File: config.mk
export PLATFORM = sky130hd
export DESIGN_NAME = wb_pipe_stage
export DESIGN_NICKNAME = d
export VERILOG_FILES = /design/src/rtl/wb_pipe_stage.sv
export SDC_FILE = /design/constraint.sdc
export NUM_CORES = 1
export LEC_CHECK = 0
export ABC_AREA = 1
export ABC_CLOCK_PERIOD_IN_PS = 3500
export BUFFER_PORTS_ARGS = -buffer_cell sky130_fd_sc_hd__buf_4
export CORE_MARGIN = 10
export CORE_UTILIZATION = 30
export DETAILED_ROUTE_END_ITERATION = 8
export PLACE_DENSITY_LB_ADDON = 0.3
export SETUP_SLACK_MARGIN = 0.05
export SYNTH_ARGS = -nofsm -noshare
export SYNTH_HDL_FRONTEND = slang
export SYNTH_SLANG_ARGS = --single-unit
File: constraint.sdc
create_clock -name i_clk -period 3.5 [get_ports i_clk]
set_clock_uncertainty 0.1 [all_clocks]
set_input_delay 0.175 -clock i_clk [delete_from_list [all_inputs] [get_ports i_clk]]
set_output_delay 0.175 -clock i_clk [all_outputs]
set_load 0.01 [all_outputs]
File: src/rtl/wb_pipe_stage.sv
// Handshaked pipeline register between the MEM and WB stages.
// It carries ctrl/rd/data, supports flush, and has an optional skid entry that gives a registered o_ready.
module wb_pipe_stage #(
  parameter int DATA_W       = 32,
  parameter int NUM_DATA     = 2,
  parameter int RD_W         = 5,
  parameter int CTRL_W       = 2,
  parameter int SKID         = 1,
  parameter int SUPPRESS_RD0 = 1
) (
  input  logic                       i_clk,
  input  logic                       i_reset,
  input  logic                       i_valid,
  output logic                       o_ready,
  input  logic                       i_flush,
  input  logic [CTRL_W-1:0]          i_ctrl,
  input  logic [RD_W-1:0]            i_rd,
  input  logic [NUM_DATA*DATA_W-1:0] i_data,
  output logic                       o_valid,
  input  logic                       i_ready,
  output logic [CTRL_W-1:0]          o_ctrl,
  output logic [RD_W-1:0]            o_rd,
  output logic [NUM_DATA*DATA_W-1:0] o_data
);

  typedef enum logic [1:0] {EMPTY, ONE, TWO} state_t;

  state_t                     state, state_next;
  logic [CTRL_W-1:0]          head_ctrl, skid_ctrl, cap_ctrl;
  logic [RD_W-1:0]            head_rd, skid_rd;
  logic [NUM_DATA*DATA_W-1:0] head_data, skid_data;
  logic                       accept, retire;
  logic                       load_head_in, load_head_skid, load_skid;

  // A write to x0 is dropped here so that WB never has to special-case it.
  always_comb begin
    cap_ctrl = i_ctrl;
    if (SUPPRESS_RD0 != 0 && i_rd == '0) cap_ctrl[0] = 1'b0;
  end

  assign o_valid = (state != EMPTY);
  assign o_ready = !i_reset && ((SKID != 0) ? (state != TWO) : (!o_valid || i_ready));
  assign accept  = i_valid && o_ready && !i_flush;
  assign retire  = o_valid && i_ready;

  always_comb begin
    state_next     = state;
    load_head_in   = 1'b0;
    load_head_skid = 1'b0;
    load_skid      = 1'b0;
    case (state)
      EMPTY: begin
        if (accept) begin
          state_next   = ONE;
          load_head_in = 1'b1;
        end
      end
      ONE: begin
        if (accept && retire) begin
          load_head_in = 1'b1;
        end else if (accept) begin
          state_next = TWO;
          load_skid  = 1'b1;
        end else if (retire) begin
          state_next = EMPTY;
        end
      end
      TWO: begin
        if (retire) begin
          state_next     = ONE;
          load_head_skid = 1'b1;
        end
      end
      default: state_next = EMPTY;
    endcase
    // On a flush every held entry is dropped. A retire in the same cycle has already completed downstream.
    if (i_flush) begin
      state_next     = EMPTY;
      load_head_in   = 1'b0;
      load_head_skid = 1'b0;
      load_skid      = 1'b0;
    end
  end

  always_ff @(posedge i_clk) begin
    if (i_reset) begin
      state     <= EMPTY;
      head_ctrl <= '0;
      head_rd   <= '0;
      head_data <= '0;
      skid_ctrl <= '0;
      skid_rd   <= '0;
      skid_data <= '0;
    end else begin
      state <= state_next;
      if (load_head_in) begin
        head_ctrl <= cap_ctrl;
        head_rd   <= i_rd;
        head_data <= i_data;
      end else if (load_head_skid) begin
        head_ctrl <= skid_ctrl;
        head_rd   <= skid_rd;
        head_data <= skid_data;
      end
      if (load_skid) begin
        skid_ctrl <= cap_ctrl;
        skid_rd   <= i_rd;
        skid_data <= i_data;
      end
    end
  end

  // A bubble must never carry a live write-enable.
  assign o_ctrl = o_valid ? head_ctrl : '0;
  assign o_rd   = head_rd;
  assign o_data = head_data;

endmodule

==> PnR_summary.wiki, run 1 <==
{| class="wikitable"
! Metric !! Value
|-
| Status || finished clean
|-
| Crit-path cells || dlygate4sd3_1, buf_4, buf_4, buf_4, nor2_1, buf_4
|-
| Cell leakage power || 4.01 nW
|-
| Min Tclk post-route || 2.80 ns
|-
| Count of flip-flops with a built-in enable after synthesis || 0
|-
| Master of the slowest instance on the critical path || buf_4
|-
| Asr flop ratio synth || 0%
|-
| First-iteration detailed-routing DRC count || 656
|-
| Drt pass-1 iters || 5
|-
| Rows || 54
|-
| First-pass GRT wire length || between 30 and 40 mm
|-
| Most Used Layer, Global Route || met2
|-
| Met3 Usage GRT || 3.42%
|-
| DIE HEIGHT || 170 microns
|-
| Distinct cell type count of the synthesized netlist || 19
|-
| H-tree Lvls || 4
|-
| Worst-margin pin slew || ~1 ns
|-
| Largest net degree at the start of global routing || 95
|-
| Highest ir drop seen on vdd || 0.275 mV
|-
| Gate count after technology mapping || 986
|-
| Worst Path Required || 3.22 ns
|-
| Global-route total usage across every layer || 15.5%
|-
| Hold crit path type || primary input to flop
|-
| Number of remaining DRC errors || 0
|-
| Max-cap violations || 0
|-
| Number of CTS-inserted buffers || 17
|-
| Most common library cell in the layout ignoring fill and taps || nand2_1
|-
| Via count of the first global-routing pass || between 6000 and 7000
|-
| Vias per inst || 4.97
|-
| Number of antenna violations at the first check in global routing || 0
|-
| Cell family with the largest share of critical-path delay || buffers and inverters
|-
| Post-CTS sizing || 0
|-
| Total number of vias || 7148
|-
| Count of yosys warnings during synthesis || 0
|-
| Routing usage on met1 || 20.1%
|-
| Final net count || ~1200
|-
| Ratio of cells with drive above 1 in the final layout || 17.5%
|-
| Clock slew at reported path FFs || ~0.060 ns
|-
| Post-DRT Antenna Nets || 0
|-
| Setup repair after global routing missed its margin || no
|-
| Number of hold-slack violations in the final timing report || 0
|-
| Initial standard-cell utilization of the core || 30.8%
|-
| Headroom to the max-slew limit || about a third
|-
| Area of the mapped netlist || 6760 sq um
|-
| Primary FF master, synth || dfxtp_1
|-
| FILL cells || ~2300
|-
| Met2 track demand over resource || 25.1%
|-
| Clock tree from TritonCTS || yes
|-
| Detailed-placement wirelength estimate || 12.7 mm
|-
| Multi-input logic area || 3190 sq um
|-
| Worst path max stage delay || 0.72 ns
|-
| Final Wtd Congestion || around 0.73
|-
| Area growth from synthesis to final layout || 37.7%
|-
| Average cell area after synthesis || 6.85 sq um
|-
| Endpoint arrival time on the critical path || 2.53 ns
|-
| Sequential share of the synthesized area || 42.7%
|-
| Average wire per cell in the routed design || 15.7 microns
|-
| Boundary Pins || 149
|-
| Root Driver || clkbuf_16
|-
| Number of buffer cells added on primary ports || 148
|-
| Number of clock sinks || 144
|-
| Path type of the worst setup path || primary input to output pin
|-
| Startpoint type of the worst setup path || primary input
|-
| Reg area || 2880 sq um
|-
| Worst hold slack || 0.0593 ns
|-
| Capturing element type of the critical path || output pin
|-
| Crit path max fanout || 71
|-
| Maximum buffer depth of the clock tree || 2
|-
| Total Neg Setup Slack || 0 ns
|-
| Pins over their slew limit || 0
|-
| Horizontal extent of the die || 170 microns
|-
| Power density cells || approximately 440 nW/um^2
|-
| Total buffers and inverters traversed by the critical path || 5
|-
| Fin crit share || between 80% and 90%
|-
| Total overflow reported by the global router || 0
|-
| Final count of negative-setup-slack endpoints || 0
|-
| Latest clock arrival within the worst-skew pair || around 0.42 ns
|-
| Cell repeated most along the worst path || buf_4
|-
| Maximum operating frequency || 357 MHz
|-
| Post-synthesis net count || around 1100
|-
| Area of the placeable core || 22000 sq um
|-
| Sum of routed wire length over all layers || 22.6 mm
|-
| Area of the die || 28900 sq um
|-
| N_diodes || 0
|-
| Commonest cells after routing, fill and taps aside || nand2_1, nand3_1, buf_4
|-
| Count of state elements after synthesis || 144
|}
==> per-stage QoR <==
| step | area, sq um | setup WS [ns] | utilization [%] | power (W) | cells |
|---|---|---|---|---|---|
| after global routing | 9300 | 0.535 | 42.4 | 0.00421 | 1437 |
| after floorplan | 6760 | 2.04 | - | 0.00196 | 986 |
| after CTS | 9300 | 0.683 | 42.4 | 0.00410 | 1437 |
| after detailed placement | 7960 | 1.16 | 36.2 | 0.00216 | 1331 |
| after global placement | 7960 | 1.16 | 36.2 | 0.00216 | 1331 |
| final | 9300 | 0.698 | 42.4 | 0.00405 | 1437 |
==> synth_stat cells (2+ instances only) <==
master    instances  area (sq um)
nand2_1         220           826
nand3_1         212          1060
a21oi_1         144           721
dfxtp_1         144          2880
inv_1            81           304
nand4_1          71           444
clkbuf_1         65           244
buf_2            28           140
nor2_1            7          26.3
buf_1             2          7.51
inv_2             2          7.51
nand2_2           2          12.5
nor2_2            2          12.5
==> worst min-delay path, cell delays in order <==
cell and delay (ns):
buf_4 0.11, inv_1 0.05, nand2_2 0.13, a21oi_1 0.06
==> where the power goes <==
| part | internal, W | leakage (nW) | switching, W | total [W] |
|---|---|---|---|---|
| Sequential | 0.00168 | 1.17 | 0.0000257 | 0.00171 |
| Combinational | 0.000217 | 2.55 | 0.000261 | 0.000478 |
| Clock | 0.00114 | 0.287 | 0.000719 | 0.00186 |
| Total | 0.00304 | 4.01 | 0.00101 | 0.00405 |
==> worst paths after layout <==
check / startpoint / end / slack [ns] / cells after the start
worst min-delay path: i_flush / state[1]$_SDFFE_PP0P_ / 0.06 / 4
worst max register to register: state[0]$_SDFFE_PP0P_ / skid_ctrl[0]$_SDFFE_PP0P_ / 1.03 / 7
worst max-delay path: i_reset / o_ready / 0.70 / 6
worst min register to register: skid_data[9]$_SDFFE_PP0P_ / skid_data[9]$_SDFFE_PP0P_ / 0.36 / 2
==> registers in the layout (all words and copies together) (netlist names) <==
name / cells
o_data: 64
state: 2
o_rd: 5
skid_ctrl: 2
skid_rd: 5
head_ctrl: 2
skid_data: 64
==> area by class of cell <==
| class | instances | share of cell area [%] |
|---|---|---|
| Timing Repair Buffer | 235 | 21.1 |
| Tap cell | 280 | 3.77 |
| Clock inverter | 9 | 1.13 |
| Multi-Input combinational cell | 663 | 34.3 |
| Inverter | 83 | 3.35 |
| Sequential cell | 144 | 31.0 |
| Clock buffer | 23 | 5.35 |
==> metal layers <==
layer / vias to the layer above / part of all wire [%]
li1: 3633 / -
met1: 3283 / 45
met2: 217 / 47
met3: 15 / 6.1
met4: 0 / 1.3
met5: - / 0
==> kinds of logic after synthesis <==
logic type | share of synthesized area [%]
compound gates | 10.9
flops | 42.7
buf+inv | 10.6
simple gates | 35.9
==> timing repair <==
action                    in CTS  in global routing
buffers inserted               0                  0
hold endpoints to repair      73                  0
hold buffers                  74                  0
Power figures use the tool's default switching activity.
==> run 2: changes to the inputs <==
ABC_CLOCK_PERIOD_IN_PS = 2400   (was 3500)
clock period = 2.4 ns   (was 3.5 ns; I/O delays follow)
==> run 2 against run 1 <==
  * Largest cell class unchanged
  * Final cell count is 0.28% higher
  * First-iteration DRC count is 14% lower
  * Register-to-register slack worse by 0.74 ns
==> PnR_summary.wiki, run 2 (same netlist as run 1, synthesis figures left out) <==
{| class="wikitable"
! Metric !! Value
|-
| Status || finished clean
|-
| Ratio of cells with drive above 1 in the final layout || 17.4% (-0.15 points)
|-
| Hold crit path type || primary input to flop
|-
| Maximum operating frequency || 472 MHz
|-
| Number of buffers inserted by post-CTS setup repair || 0 (unchanged)
|-
| Max-cap violations || 0 (unchanged)
|-
| Total overflow reported by the global router || 0 (unchanged)
|-
| Worst slack at placement || 0.482 ns (-0.680 ns)
|-
| Startpoint type of the worst setup path || primary input
|-
| Reg power frac || 43.6% (+1.4 points)
|-
| Routed length on met2 || 11.1 mm (+3.6%)
|-
| Horizontal extent of the die || 170 microns (unchanged)
|-
| Internal || 0.00428 W (+41%)
|-
| Routed metal-1 wire length || 10.1 mm (-0.53%)
|-
| Clock slew at reported path FFs || 0.06 ns (about the same)
|-
| Worst setup slack after layout || 0.280 ns (-0.418 ns)
|-
| Endpoint arrival time on the critical path || 2.33 ns (-0.20 ns)
|-
| Crit path max fanout || 30 (-58%)
|-
| Maximum buffer depth of the clock tree || 2 (unchanged)
|-
| H-tree Lvls || 4 (unchanged)
|-
| Pins over their slew limit || 0 (unchanged)
|-
| Boundary Pins || 149 (unchanged)
|-
| Initial standard-cell utilization of the core || 30.8% (unchanged)
|-
| Rows || 54 (unchanged)
|-
| Most common library cell in the layout ignoring fill and taps || nand2_1
|-
| Headroom to the max-slew limit || 39.6% (+4.9 points)
|-
| Worst Path Required || 2.61 ns (-0.61 ns)
|-
| Average wire per cell in the routed design || 15.7 microns (+0.28%)
|-
| Number of hold-slack violations in the final timing report || 0 (unchanged)
|-
| Number of clock sinks || 144 (unchanged)
|-
| Largest net degree at the start of global routing || 142 (+49%)
|-
| Total Neg Setup Slack || 0 ns (unchanged)
|-
| Final count of negative-setup-slack endpoints || 0 (unchanged)
|-
| Critical path startpoint || i_reset
|-
| DIE HEIGHT || 170 microns (unchanged)
|-
| Final net count || 1225 (+0.41%)
|-
| Number of remaining DRC errors || 0 (unchanged)
|-
| First-pass GRT wire length || 36.7 mm (-1.3%)
|-
| Number of CTS-inserted buffers || 17 (unchanged)
|-
| Post-DRT Antenna Nets || 0 (unchanged)
|-
| N_diodes || 0 (unchanged)
|-
| Capturing element type of the critical path || flop
|-
| Reg2Reg Launch Point || state[0]$_SDFFE_PP0P_
|-
| Number of buffer cells added on primary ports || 148 (unchanged)
|-
| Sum of routed wire length over all layers || 22.7 mm (+0.56%)
|-
| Final Wtd Congestion || 0.709 (-2.9%)
|-
| Clock tree from TritonCTS || yes
|-
| Setup repair after global routing missed its margin || no
|-
| Drt pass-1 iters || 5 (unchanged)
|-
| Clock network fraction of design power || 43.9% (-2.1 points)
|-
| Power density cells || 610 nW/um^2 (+40%)
|-
| Power share of the combinational group || 12.5% (+0.7 points)
|-
| Via count of the first global-routing pass || 6939 (+0.74%)
|-
| Highest ir drop seen on vdd || 0.411 mV (+49%)
|-
| Global-route total usage across every layer || 15.5% (about the same)
|-
| Met3 WL post-DR || 1.18 mm (-15%)
|-
| Area of the placeable core || 22000 sq um (unchanged)
|-
| Proportion of total power due to net switching || 25.1% (+0.28 points)
|-
| Path type of the worst setup path || primary input to flop
|-
| Worst hold slack || 0.0684 ns (+0.00914 ns)
|-
| Startpoint of the lowest-slack hold path || i_valid
|-
| Min Tclk post-route || roughly 2.1 ns
|-
| Area of the die || 28900 sq um (unchanged)
|-
| Fin crit share || 88.3%
|-
| Highest signal layer in the routed design || met4
|-
| Root Driver || clkbuf_16
|-
| Vias per inst || 4.99 (+0.24%)
|-
| Commonest cells after routing, fill and taps aside || nand2_1, nand3_1, buf_4
|-
| Number of antenna violations at the first check in global routing || 0 (unchanged)
|-
| Power spent charging and discharging nets || 0.00143 W (+43%)
|-
| Detailed-placement wirelength estimate || 13.0 mm (+2.3%)
|-
| First-iteration detailed-routing DRC count || 563 (-14%)
|-
| Worst-margin pin slew || 0.906 ns (-0.0728 ns)
|-
| Latest clock arrival within the worst-skew pair || 0.42 ns (about the same)
|-
| Total number of vias || 7185 (+0.52%)
|-
| Cell leakage power || 4.05 nW (+0.91%)
|-
| Area growth from synthesis to final layout || 38.7%
|}
==> run 2: power by group through the flow <==
stage	Sequential (W)	Combinational [W]	Clock (W)
floorplan	0.00257	0.000286	0
global placement	0.00254	0.000618	0
detailed placement	0.00255	0.000620	0
CTS	0.00249	0.000719	0.00258
global route	0.00250	0.000784	0.00268
finish	0.00249	0.000713	0.00251
==> run 2: stage by stage <==
stage          util, %  instance area (sq um)  instances  total power, W
6_report          42.7                   9370       1441         0.00572
5_1_grt           42.7                   9370       1441         0.00597
4_1_cts           42.7                   9370       1441         0.00580
3_5_place_dp      36.8                   8070       1335         0.00317
3_3_place_gp      36.8                   8070       1335         0.00316
2_1_floorplan        -                   6760        986         0.00285
==> run 2: final timing paths <==
path	cells after the start	slack [ns]	end
worst min-delay path	5	0.07	state[0]$_SDFFE_PP0P_
worst min register to register	2	0.36	skid_data[26]$_SDFFE_PP0P_
worst max register to register	6	0.29	skid_ctrl[0]$_SDFFE_PP0P_
worst max-delay path	9	0.28	skid_ctrl[0]$_SDFFE_PP0P_
==> run 2: cell type report <==
type	instances	area [sq um]
timing repair buffer	240	2090
fill	2239	12600
clock buffer	25	485
multi-input combinational	663	3190
inverter	83	312
tap	280	350
sequential	144	2880
clock inverter	6	57.6
==> run 2: routing by layer <==
layer	up-vias	global-route usage, %
li1	3630	-
met1	3358	19.3
met2	180	25.6
met3	17	3.49
met4	0	5.45
met5	-	0
==> run 2: critical path, cell delays in order <==
cell	delay, ns
dlygate4sd3_1	0.54
buf_4	0.16
inv_2	0.09
nand2_2	0.11
nor2_8	0.14
nand3_4	0.32
a21oi_1	0.25
nor2_1	0.05
dlygate4sd3_1	0.54
==> run 2: repair_timing <==
item	CTS	global route
hold buffers	75	0
hold endpoints to repair	144	0
gates resized for setup	0	0
==> run 3: changes to the inputs <==
CORE_ASPECT_RATIO = 0.75   (was not set)
PLACE_DENSITY = 0.56   (was not set)
PLACE_DENSITY_LB_ADDON = not set   (was 0.3)
==> run 3 against run 2 <==
  * Non-clock buffer count up 3
  * Core utilization is 0.17 points lower
  * Final cell count increased by 1.2%
  * Critical path type unchanged
  * Global-route usage up 0.36 points
  * Largest cell class unchanged
  * Worst hold slack worse by 0.00054 ns
==> PnR_summary.wiki, run 3 (same netlist as run 1, synthesis figures left out) <==
{| class="wikitable"
! Metric !! Value
|-
| Initial standard-cell utilization of the core || 30.6% (-0.21 points)
|-
| Final count of negative-setup-slack endpoints || 0 (unchanged)
|-
| Hold path depth || 5 (unchanged)
|-
| Cell family with the largest share of critical-path delay || buffers and inverters
|-
| Total overflow reported by the global router || 0 (unchanged)
|-
| Setup repair after global routing missed its margin || no
|-
| DIE HEIGHT || 150 microns (-12%)
|-
| Largest net degree at the start of global routing || 87 (-39%)
|-
| Ratio of cells with drive above 1 in the final layout || 17.9% (+0.54 points)
|-
| Path type of the worst setup path || primary input to flop
|-
| Cell repeated most along the worst path || dlygate4sd3_1
|-
| Post-CTS sizing || 0 (unchanged)
|-
| Number of remaining DRC errors || 0 (unchanged)
|-
| Total Neg Setup Slack || 0 ns (unchanged)
|-
| Number of buffer cells added on primary ports || 148 (unchanged)
|-
| Area growth from synthesis to final layout || 39.1%
|-
| Multi-input logic area || 3190 sq um (unchanged)
|-
| Endpoint of the worst-slack reg-to-reg timing path || skid_ctrl[0]$_SDFFE_PP0P_
|-
| Final total power || 0.00585 W (+2.3%)
|-
| Number of buffers inserted by post-CTS setup repair || 0 (unchanged)
|-
| Average wire per cell in the routed design || 15.9 microns (+1.1%)
|-
| Maximum buffer depth of the clock tree || 2 (unchanged)
|-
| Cell leakage power || 4.05 nW (+0.18%)
|-
| N_diodes || 0 (unchanged)
|-
| Reg area || 2880 sq um (unchanged)
|-
| Clock tree from TritonCTS || yes
|-
| Slack of the worst reg-to-reg path || 0.24 ns (-0.05 ns)
|-
| Power density cells || 622 nW/um^2 (+2.0%)
|-
| Worst hold slack || 0.0679 ns (-0.000538 ns)
|-
| Clock slew at reported path FFs || 0.06 ns (about the same)
|-
| Critical path startpoint || i_reset
|-
| Startpoint type of the worst setup path || primary input
|-
| Area of the placeable core || 22100 sq um (+0.69%)
|-
| Rows || 47 (-13%)
|-
| Post-DRT Antenna Nets || 0 (unchanged)
|-
| Commonest cells after routing, fill and taps aside || nand2_1, nand3_1, buf_4
|-
| Headroom to the max-slew limit || 36.8% (-2.8 points)
|-
| Boundary Pins || 149 (unchanged)
|-
| Root Driver || clkbuf_16
|-
| Total buffers and inverters traversed by the critical path || 4 (unchanged)
|-
| Number of hold-slack violations in the final timing report || 0 (unchanged)
|-
| Latest clock arrival within the worst-skew pair || 0.42 ns (about the same)
|-
| Fin crit share || 92.1% (+3.8 points)
|-
| Worst path max stage delay || 0.56 ns (+0.02 ns)
|-
| Final Wtd Congestion || 0.747 (+5.5%)
|-
| Max-cap violations || 0 (unchanged)
|-
| Area of the die || 29000 sq um (+0.21%)
|-
| Min Tclk post-route || 2.21 ns (+0.0910 ns)
|-
| Startpoint of the lowest-slack hold path || i_valid
|-
| Number of clock sinks || 144 (unchanged)
|-
| Crit-path cells || dlygate4sd3_1, buf_4, inv_2, nand2_2, nor2_8, nand3_4, a21oi_1, nor2_1, dlygate4sd3_1
|-
| Master of the slowest instance on the critical path || dlygate4sd3_1
|-
| Pins over their slew limit || 0 (unchanged)
|-
| Worst-margin pin slew || 0.948 ns (+0.0419 ns)
|-
| Reg2Reg Launch Point || state[0]$_SDFFE_PP0P_
|-
| Worst Path Required || 2.61 ns (about the same)
|-
| Endpoint arrival time on the critical path || 2.42 ns (+0.09 ns)
|-
| Number of antenna violations at the first check in global routing || 0 (unchanged)
|-
| Vias per inst || 4.97 (-0.26%)
|-
| First-iteration detailed-routing DRC count || 662 (+18%)
|-
| Reg2reg path depth || 6 (unchanged)
|-
| Number of CTS-inserted buffers || 17 (unchanged)
|-
| Highest ir drop seen on vdd || 0.312 mV (-24%)
|-
| Status || finished clean
|-
| Horizontal extent of the die || 193 microns (+14%)
|-
| Number of buffers inserted by hold repair at cts || 75 (unchanged)
|-
| Total number of vias || 7256 (+0.99%)
|-
| H-tree Lvls || 4 (unchanged)
|-
| Most common library cell in the layout ignoring fill and taps || nand2_1
|-
| Crit path max fanout || 30 (unchanged)
|-
| Maximum operating frequency || 452 MHz (-4.1%)
|-
| Detailed-placement wirelength estimate || 13.7 mm (+5.5%)
|-
| Drt pass-1 iters || 5 (unchanged)
|-
| Via count of the first global-routing pass || 6960 (+0.30%)
|-
| Final net count || 1228 (+0.24%)
|-
| End point of the worst hold path || state[0]$_SDFFE_PP0P_
|-
| Global-route total usage across every layer || 15.8% (+0.36 points)
|-
| Hold crit path type || primary input to flop
|-
| Sum of routed wire length over all layers || 23.2 mm (+2.3%)
|-
| FILL cells || 2317 (+3.5%)
|-
| Capturing element type of the critical path || flop
|-
| First-pass GRT wire length || 38.1 mm (+4.0%)
|}
[run 3: cell types whose count changed in the layout (fill, tap and decap cells not counted)]
cell / before / now
clkinv_4: 0 / 1
buf_12: 8 / 4
clkbuf_8: 3 / 5
buf_4: 157 / 164
clkbuf_1: 5 / 2
clkinv_2: 4 / 2
clkinvlp_4: 1 / 4
[run 3: how the worst max path moves through the flow]
stage | end | slack (ns) | cells after the start
after floorplan | o_data[21]$_SDFFE_PP0P_ | 0.94 | 7
after global placement | skid_rd[1]$_SDFFE_PP0P_ | 0.49 | 5
after detailed placement | skid_data[9]$_SDFFE_PP0P_ | 0.47 | 5
after CTS | skid_ctrl[0]$_SDFFE_PP0P_ | 0.19 | 9
after global routing | skid_ctrl[0]$_SDFFE_PP0P_ | 0.08 | 9
final | skid_ctrl[0]$_SDFFE_PP0P_ | 0.19 | 9
[run 3: worst register-to-register path: stages, from the launching register on]
cell and delay [ns]:
dfxtp_1 0.46, inv_1 0.14, nor2_4 0.13, nand3_4 0.35, a21oi_1 0.26, nor2_1 0.06, dlygate4sd3_1 0.54
[run 3: where the power goes]
part | switching [W] | internal (W) | total (W)
combinational | 0.000387 | 0.000325 | 0.000712
sequential | 0.0000386 | 0.00246 | 0.00250
clock | 0.00108 | 0.00156 | 0.00264
[run 3: area by class of cell]
cell class                      count  share of cell area (%)
Clock buffer                       24                    5.34
Clock inverter                      8                   0.839
Tap cell                          294                    3.92
Sequential cell                   144                    30.7
Inverter                           83                    3.32
Multi-Input combinational cell    663                    34.0
Timing Repair Buffer              243                    21.9
[run 3: per-stage QoR]
step | worst slack, ns | cells | cell area [sq um] | utilization (%)
after floorplan | 0.943 | 986 | 6760 | -
after global placement | 0.491 | 1352 | 8060 | 36.5
after detailed placement | 0.470 | 1352 | 8060 | 36.5
after CTS | 0.194 | 1459 | 9400 | 42.5
after global routing | 0.0755 | 1459 | 9400 | 42.5
final | 0.189 | 1459 | 9400 | 42.5
[run 3: metal layers]
layer  track usage (%)  vias up  part of all wire (%)
li1                  -     3644                     -
met2              24.9      250                    45
met4              3.67        0                  0.65
met5                 0        -                     0
met1              21.3     3352                    48
met3              4.00       10                   6.9
